===== src/rtl/clk_div_pkg.sv =====
// Shared helpers for the multi-channel clock divider.
package clk_div_pkg;

  // Divisor value that parks a channel with both outputs low.
  localparam int DIV_OFF = 0;

  // Width of a channel-select field; never narrower than one bit.
  function automatic int ch_w(input int num_ch);
    return (num_ch <= 1) ? 1 : $clog2(num_ch);
  endfunction

  // Number of high cycles in a period of length a: ceil(a/2).
  function automatic logic [31:0] hi_count(input logic [31:0] a);
    return a - (a >> 1);
  endfunction

endpackage


===== src/rtl/clk_div_chan.sv =====
// One divider channel: shadow/active divisor pair, up-counter, registered
// square-wave and tick outputs. New divisors only take over at a period
// boundary (wrap or sync_clr), so a period never gets cut short.
module clk_div_chan
  import clk_div_pkg::*;
#(
  parameter int CNT_W       = 16,
  parameter int DEFAULT_DIV = 2
) (
  input  logic             clk_in,
  input  logic             reset,
  input  logic             sync_clr,
  input  logic             wr_en,
  input  logic [CNT_W-1:0] cfg_div,
  output logic             clk_out,
  output logic             tick,
  output logic             cfg_pending
);

  localparam logic [CNT_W-1:0] OFF     = CNT_W'(DIV_OFF);
  localparam logic [CNT_W-1:0] ONE     = CNT_W'(1);
  localparam logic [CNT_W-1:0] DEF_DIV = CNT_W'(DEFAULT_DIV);

  logic [CNT_W-1:0] shadow_div, act_div, cnt;
  logic [CNT_W-1:0] shadow_nxt, act_nxt, cnt_nxt;
  logic             tick_nxt, clk_nxt;

  function automatic logic [CNT_W-1:0] hi_of(input logic [CNT_W-1:0] a);
    return CNT_W'(hi_count(32'(a)));
  endfunction

  // Next-state decode: disabled, period boundary (wrap or sync_clr), or count.
  always_comb begin
    shadow_nxt = wr_en ? cfg_div : shadow_div;
    act_nxt    = act_div;
    cnt_nxt    = cnt;
    tick_nxt   = 1'b0;
    clk_nxt    = 1'b0;
    if (act_div == OFF) begin
      // A write of N>=1 re-arms the channel so the very next edge wraps.
      if (wr_en && (cfg_div != OFF)) begin
        act_nxt = cfg_div;
        cnt_nxt = cfg_div - ONE;
        clk_nxt = (cnt_nxt < hi_of(cfg_div));
      end else begin
        cnt_nxt = '0;
      end
    end else if (sync_clr || (cnt == act_div - ONE)) begin
      // Same-edge write bypasses the shadow register.
      act_nxt  = shadow_nxt;
      cnt_nxt  = '0;
      tick_nxt = (shadow_nxt != OFF);
      clk_nxt  = (shadow_nxt != OFF);
    end else begin
      cnt_nxt = cnt + ONE;
      clk_nxt = (cnt_nxt < hi_of(act_div));
    end
  end

  // Channel state and registered outputs.
  always_ff @(posedge clk_in or posedge reset) begin
    if (reset) begin
      shadow_div  <= DEF_DIV;
      act_div     <= DEF_DIV;
      cnt         <= DEF_DIV - ONE;
      clk_out     <= 1'b0;
      tick        <= 1'b0;
      cfg_pending <= 1'b0;
    end else begin
      shadow_div  <= shadow_nxt;
      act_div     <= act_nxt;
      cnt         <= cnt_nxt;
      clk_out     <= clk_nxt;
      tick        <= tick_nxt;
      cfg_pending <= (shadow_nxt != act_nxt);
    end
  end

endmodule


===== src/rtl/clk_div_multi.sv =====
// Multi-channel runtime-programmable clock divider. Decodes the config
// write onto one channel; out-of-range channel numbers are dropped.
module clk_div_multi
  import clk_div_pkg::*;
#(
  parameter int  NUM_CH      = 4,
  parameter int  CNT_W       = 16,
  parameter int  DEFAULT_DIV = 2,
  localparam int CH_W        = ch_w(NUM_CH)
) (
  input  logic              clk_in,
  input  logic              reset,
  input  logic              sync_clr,
  input  logic              cfg_we,
  input  logic [CH_W-1:0]   cfg_ch,
  input  logic [CNT_W-1:0]  cfg_div,
  output logic [NUM_CH-1:0] clk_out,
  output logic [NUM_CH-1:0] tick,
  output logic [NUM_CH-1:0] cfg_pending
);

  logic [NUM_CH-1:0] wr_en;

  // Per-channel write strobe; no strobe fires for cfg_ch >= NUM_CH.
  always_comb begin
    wr_en = '0;
    for (int i = 0; i < NUM_CH; i++) begin
      wr_en[i] = cfg_we && (cfg_ch == CH_W'(i));
    end
  end

  for (genvar g = 0; g < NUM_CH; g++) begin : g_ch
    clk_div_chan #(
      .CNT_W       (CNT_W),
      .DEFAULT_DIV (DEFAULT_DIV)
    ) u_chan (
      .clk_in      (clk_in),
      .reset       (reset),
      .sync_clr    (sync_clr),
      .wr_en       (wr_en[g]),
      .cfg_div     (cfg_div),
      .clk_out     (clk_out[g]),
      .tick        (tick[g]),
      .cfg_pending (cfg_pending[g])
    );
  end

endmodule


===== config.mk =====
export PLATFORM = sky130hd
export DESIGN_NAME = clk_div_multi
export DESIGN_NICKNAME = d
export VERILOG_FILES = /design/src/rtl/clk_div_pkg.sv /design/src/rtl/clk_div_chan.sv /design/src/rtl/clk_div_multi.sv
export SDC_FILE = /design/constraint.sdc
export NUM_CORES = 1
export LEC_CHECK = 0
export CAP_MARGIN = 0
export CORE_UTILIZATION = 30
export CTS_CLUSTER_SIZE = 28
export DETAILED_ROUTE_END_ITERATION = 10
export PLACE_DENSITY = 0.54
export SLEW_MARGIN = 20
export SYNTH_ARGS = -nofsm -noshare
export SYNTH_HDL_FRONTEND = slang
export SYNTH_SLANG_ARGS = --single-unit

===== constraint.sdc =====
create_clock -name clk_in -period 8.26 [get_ports clk_in]
set_input_delay 1.652 -clock clk_in [delete_from_list [all_inputs] [get_ports clk_in]]
set_output_delay 1.652 -clock clk_in [all_outputs]
set_load 0.02 [all_outputs]

==> flow_metrics.env <==
export IMPL_outcome="finished, final reports clean"
export IMPL_hpwl_um=47000
export IMPL_gp_congestion=0.936
export IMPL_io_buffer_count=33
export IMPL_critPathLaunchType="input port"
export IMPL_clockBufferDepth=3
export IMPL_antenna_found_initial=1
export IMPL_ys_seq_elements=204
export IMPL_nets=2420
export IMPL_ir_drop_v=0.000143
export IMPL_crit_top_cell="a21oi_1"
export IMPL_postCtsHoldBufs=0
export IMPL_register_area_um2=5120
export IMPL_setup_viol=0
export IMPL_yosys_warnings=0
export IMPL_dieArea_um2=62800
export IMPL_synth_enable_flop_cells=0
export IMPL_ant_nets=0
export IMPL_vias=15867
export IMPL_fin_crit_ns=6.27
export IMPL_cp_required_ns=8.74
export IMPL_rows=90
export IMPL_cts_tree="built"
export IMPL_slowest_delay_ns=0.67
export IMPL_finalWorstSetupSlack_ns=1.99
export IMPL_clk_pin_slew_ns=0.06
export IMPL_clock_sinks=204
export IMPL_area_growth_synth_to_final_pct=11.0
export IMPL_start_util=0.306
export IMPL_syn_inst=2122
export IMPL_endpoint_kind="flip-flop"
export IMPL_cts_root_buf="clkbuf_16"
export IMPL_synthFlopType="dfrtp_1"
export IMPL_async_flop_share=1.00
export IMPL_track_usage=0.194
export IMPL_worstPathMaxFanout=12
export IMPL_drcViolationCount=0
export IMPL_cp_slowest_cell="clkdlybuf4s50_1"
export IMPL_grt_overflow=0
export IMPL_vias_per_cell=5.40
export IMPL_syn_nets=2405
export IMPL_post_cts_resized=0
export IMPL_grt_start_max_net_pins=73
export IMPL_final_common_cell="ha_1"
export IMPL_grt_pass1_vias=16147
export IMPL_skew_ns=0.0265
export IMPL_clk_latency_ns=0.55
export IMPL_core_area_um2=60700
export IMPL_pre_cts_ws_ns=1.42
export IMPL_synth_avg_cell_area_um2=8.74
export IMPL_drv_cap=0
export IMPL_tns_ns=0
export IMPL_drive_above_1_share=0.0450
export IMPL_tightest_slew_ns=1.01
export IMPL_die_y_um=251
export IMPL_clock_fmax_ghz=0.160
export IMPL_hold_viol=0
export IMPL_critPathArrivalTime_ns=6.75
export IMPL_n_antenna_cell=0
export IMPL_yosys_cell_types_count=71
export IMPL_fill_cells=6244
export IMPL_rsz0062_at_grt="false"
export IMPL_drt_pass1_iterations=5
export IMPL_powerDensity_nw_per_um2=205
export IMPL_relSlewSlack=0.321
export IMPL_crit_chain="clkdlybuf4s50_1 -> clkinv_1 -> fa_1 -> nand2b_1 -> a21oi_1 -> o21ai_0 -> a21oi_1 -> o21bai_1 -> a21oi_1 -> o31ai_1 -> a2111oi_0 -> a311oi_1 -> ha_1 -> a211oi_1 -> o211ai_1 -> o21ai_0 -> nor2b_1 -> a221o_1"
export IMPL_post_cts_setup_buffers=0
export IMPL_synth_area_um2=18500
export IMPL_cts_buffers=26
export IMPL_layout_common_cells="ha_1, inv_1, xnor2_1"
export IMPL_ys_seq_area_frac=0.276
export IMPL_p_leak_nw=9.41
export IMPL_multiInputGateArea_um2=12200
export IMPL_drt_iter0_markers=1182
export IMPL_wl_per_cell_um=20.8
export IMPL_finalMaxSlewViolations=0
export IMPL_io_pins=34
export IMPL_h_tree_depth=1
export IMPL_critPathKind="input port to flip-flop"
export IMPL_fp_dieW_um=251
export IMPL_timing_final_crit_share=0.759
export IMPL_hold_class="flip-flop to flip-flop"
export IMPL_wl_um=61300
export IMPL_grt_pass1_wl_um=95300
-- final timing paths --
path / slack (ns) / depth (start not counted) / start / endpoint
max in group asynchronous: 5.35 / 3 / reset / g_ch[1].u_chan.cnt[14]$_DFF_PP0_
hold / removal: 0.53 / 2 / g_ch[3].u_chan.shadow_div[9]$_DFF_PP0_ / g_ch[3].u_chan.shadow_div[9]$_DFF_PP0_
hold reg to reg: 0.53 / 2 / g_ch[3].u_chan.shadow_div[9]$_DFF_PP0_ / g_ch[3].u_chan.shadow_div[9]$_DFF_PP0_
min in group asynchronous: 1.54 / 2 / reset / g_ch[0].u_chan.act_div[4]$_DFF_PP0_
setup / recovery: 1.99 / 18 / cfg_div[2] / g_ch[2].u_chan.clk_out$_DFF_PP0_
setup reg to reg: 3.76 / 16 / g_ch[2].u_chan.act_div[1]$_DFF_PP1_ / g_ch[2].u_chan.clk_out$_DFF_PP0_
-- per-layer routing --
layer / track usage / vias up / part of all wire
met5: 0 / - / 0.00011
met4: 0.0435 / 2 / 0.021
met3: 0.0232 / 76 / 0.043
met2: 0.327 / 418 / 0.47
met1: 0.264 / 7852 / 0.47
li1: - / 7519 / -
-- cell usage after synthesis, types with 7 or more instances --
cell type,number,area (um^2)
buf_2,7,35.0
a21o_1,25,188
and3_1,15,93.8
mux2i_1,38,380
a21boi_0,15,113
buf_4,12,90.1
nand2_1,88,330
nand3_1,47,235
o22ai_1,28,175
or3_1,11,68.8
nand2b_1,49,307
dfstp_2,12,315
a221oi_1,52,455
nor4_1,21,131
clkbuf_1,44,165
nor2_1,174,653
a211oi_1,12,90.1
inv_1,230,863
o21bai_1,20,150
o2111ai_1,13,114
a2111oi_0,13,114
a21oi_1,106,531
dfrtp_1,192,4800
xor2_1,63,552
and4_1,7,61.3
a31oi_1,9,56.3
nor2b_1,26,163
nor3_1,33,165
xnor2_1,199,1740
ha_1,256,3200
clkinv_1,10,37.5
a32o_1,30,300
o21a_1,33,248
o31ai_1,12,90.1
nand4_1,44,275
o21ai_0,84,420
-- state kept, by name, summed over array words and instances (netlist names) --
| name | flops |
|---|---|
| g_ch.u_chan.act_div | 64 |
| g_ch.u_chan.cnt | 64 |
| g_ch.u_chan.shadow_div | 64 |
| g_ch.u_chan.cfg_pending | 4 |
| g_ch.u_chan.clk_out | 4 |
| g_ch.u_chan.tick | 4 |
-- cell families (layout without fill, tap and decap cells) --
kind of cell | Yosys count | count (layout) | share of synthesized area
DFF | 204 | 204 | 0.276
muxes | 38 | 38 | 0.0205
buffers and inverters | 308 | 343 | 0.0657
adders and majority gates | 261 | 261 | 0.178
AOI/OAI and AO/OA | 509 | 509 | 0.192
xor gates and xnor gates | 262 | 262 | 0.124
and+or+nand+nor | 540 | 540 | 0.144
-- metrics by stage --
step / total power, mW / util / hold slack (ns) / area (um^2) / cells
global route: 4.53 / 0.339 / 0.555 / 20600 / 2939
finish: 4.23 / 0.339 / 0.532 / 20600 / 2939
floorplan: 2.60 / - / 0.480 / 18500 / 2122
detailed placement: 3.11 / 0.325 / 0.521 / 19700 / 2891
CTS: 4.25 / 0.339 / 0.534 / 20600 / 2939
global placement: 3.07 / 0.325 / 0.514 / 19700 / 2891
-- power by group --
group,total [mW],switching [mW],internal [mW]
clock,1.11,0.461,0.654
sequential,1.28,0.157,1.12
combinational,1.84,1.07,0.765
total,4.23,1.69,2.54
-- worst max-delay path, delay by kind of cell --
family          cells  cell delay [ns]
buf+inv             2             1.16
compound gates     12             2.30
simple gates        2             0.75
fa+ha+maj           2             0.89
-- area by class of cell --
type,count,share of cell area
Sequential cell,204,0.249
Timing Repair Buffer,54,0.0237
Inverter,241,0.0443
Multi-Input combinational cell,1610,0.595
Clock buffer,41,0.0382
Tap cell,782,0.0475
Clock inverter,7,0.00273
Note: power is estimated with default switching activity, not from simulation.
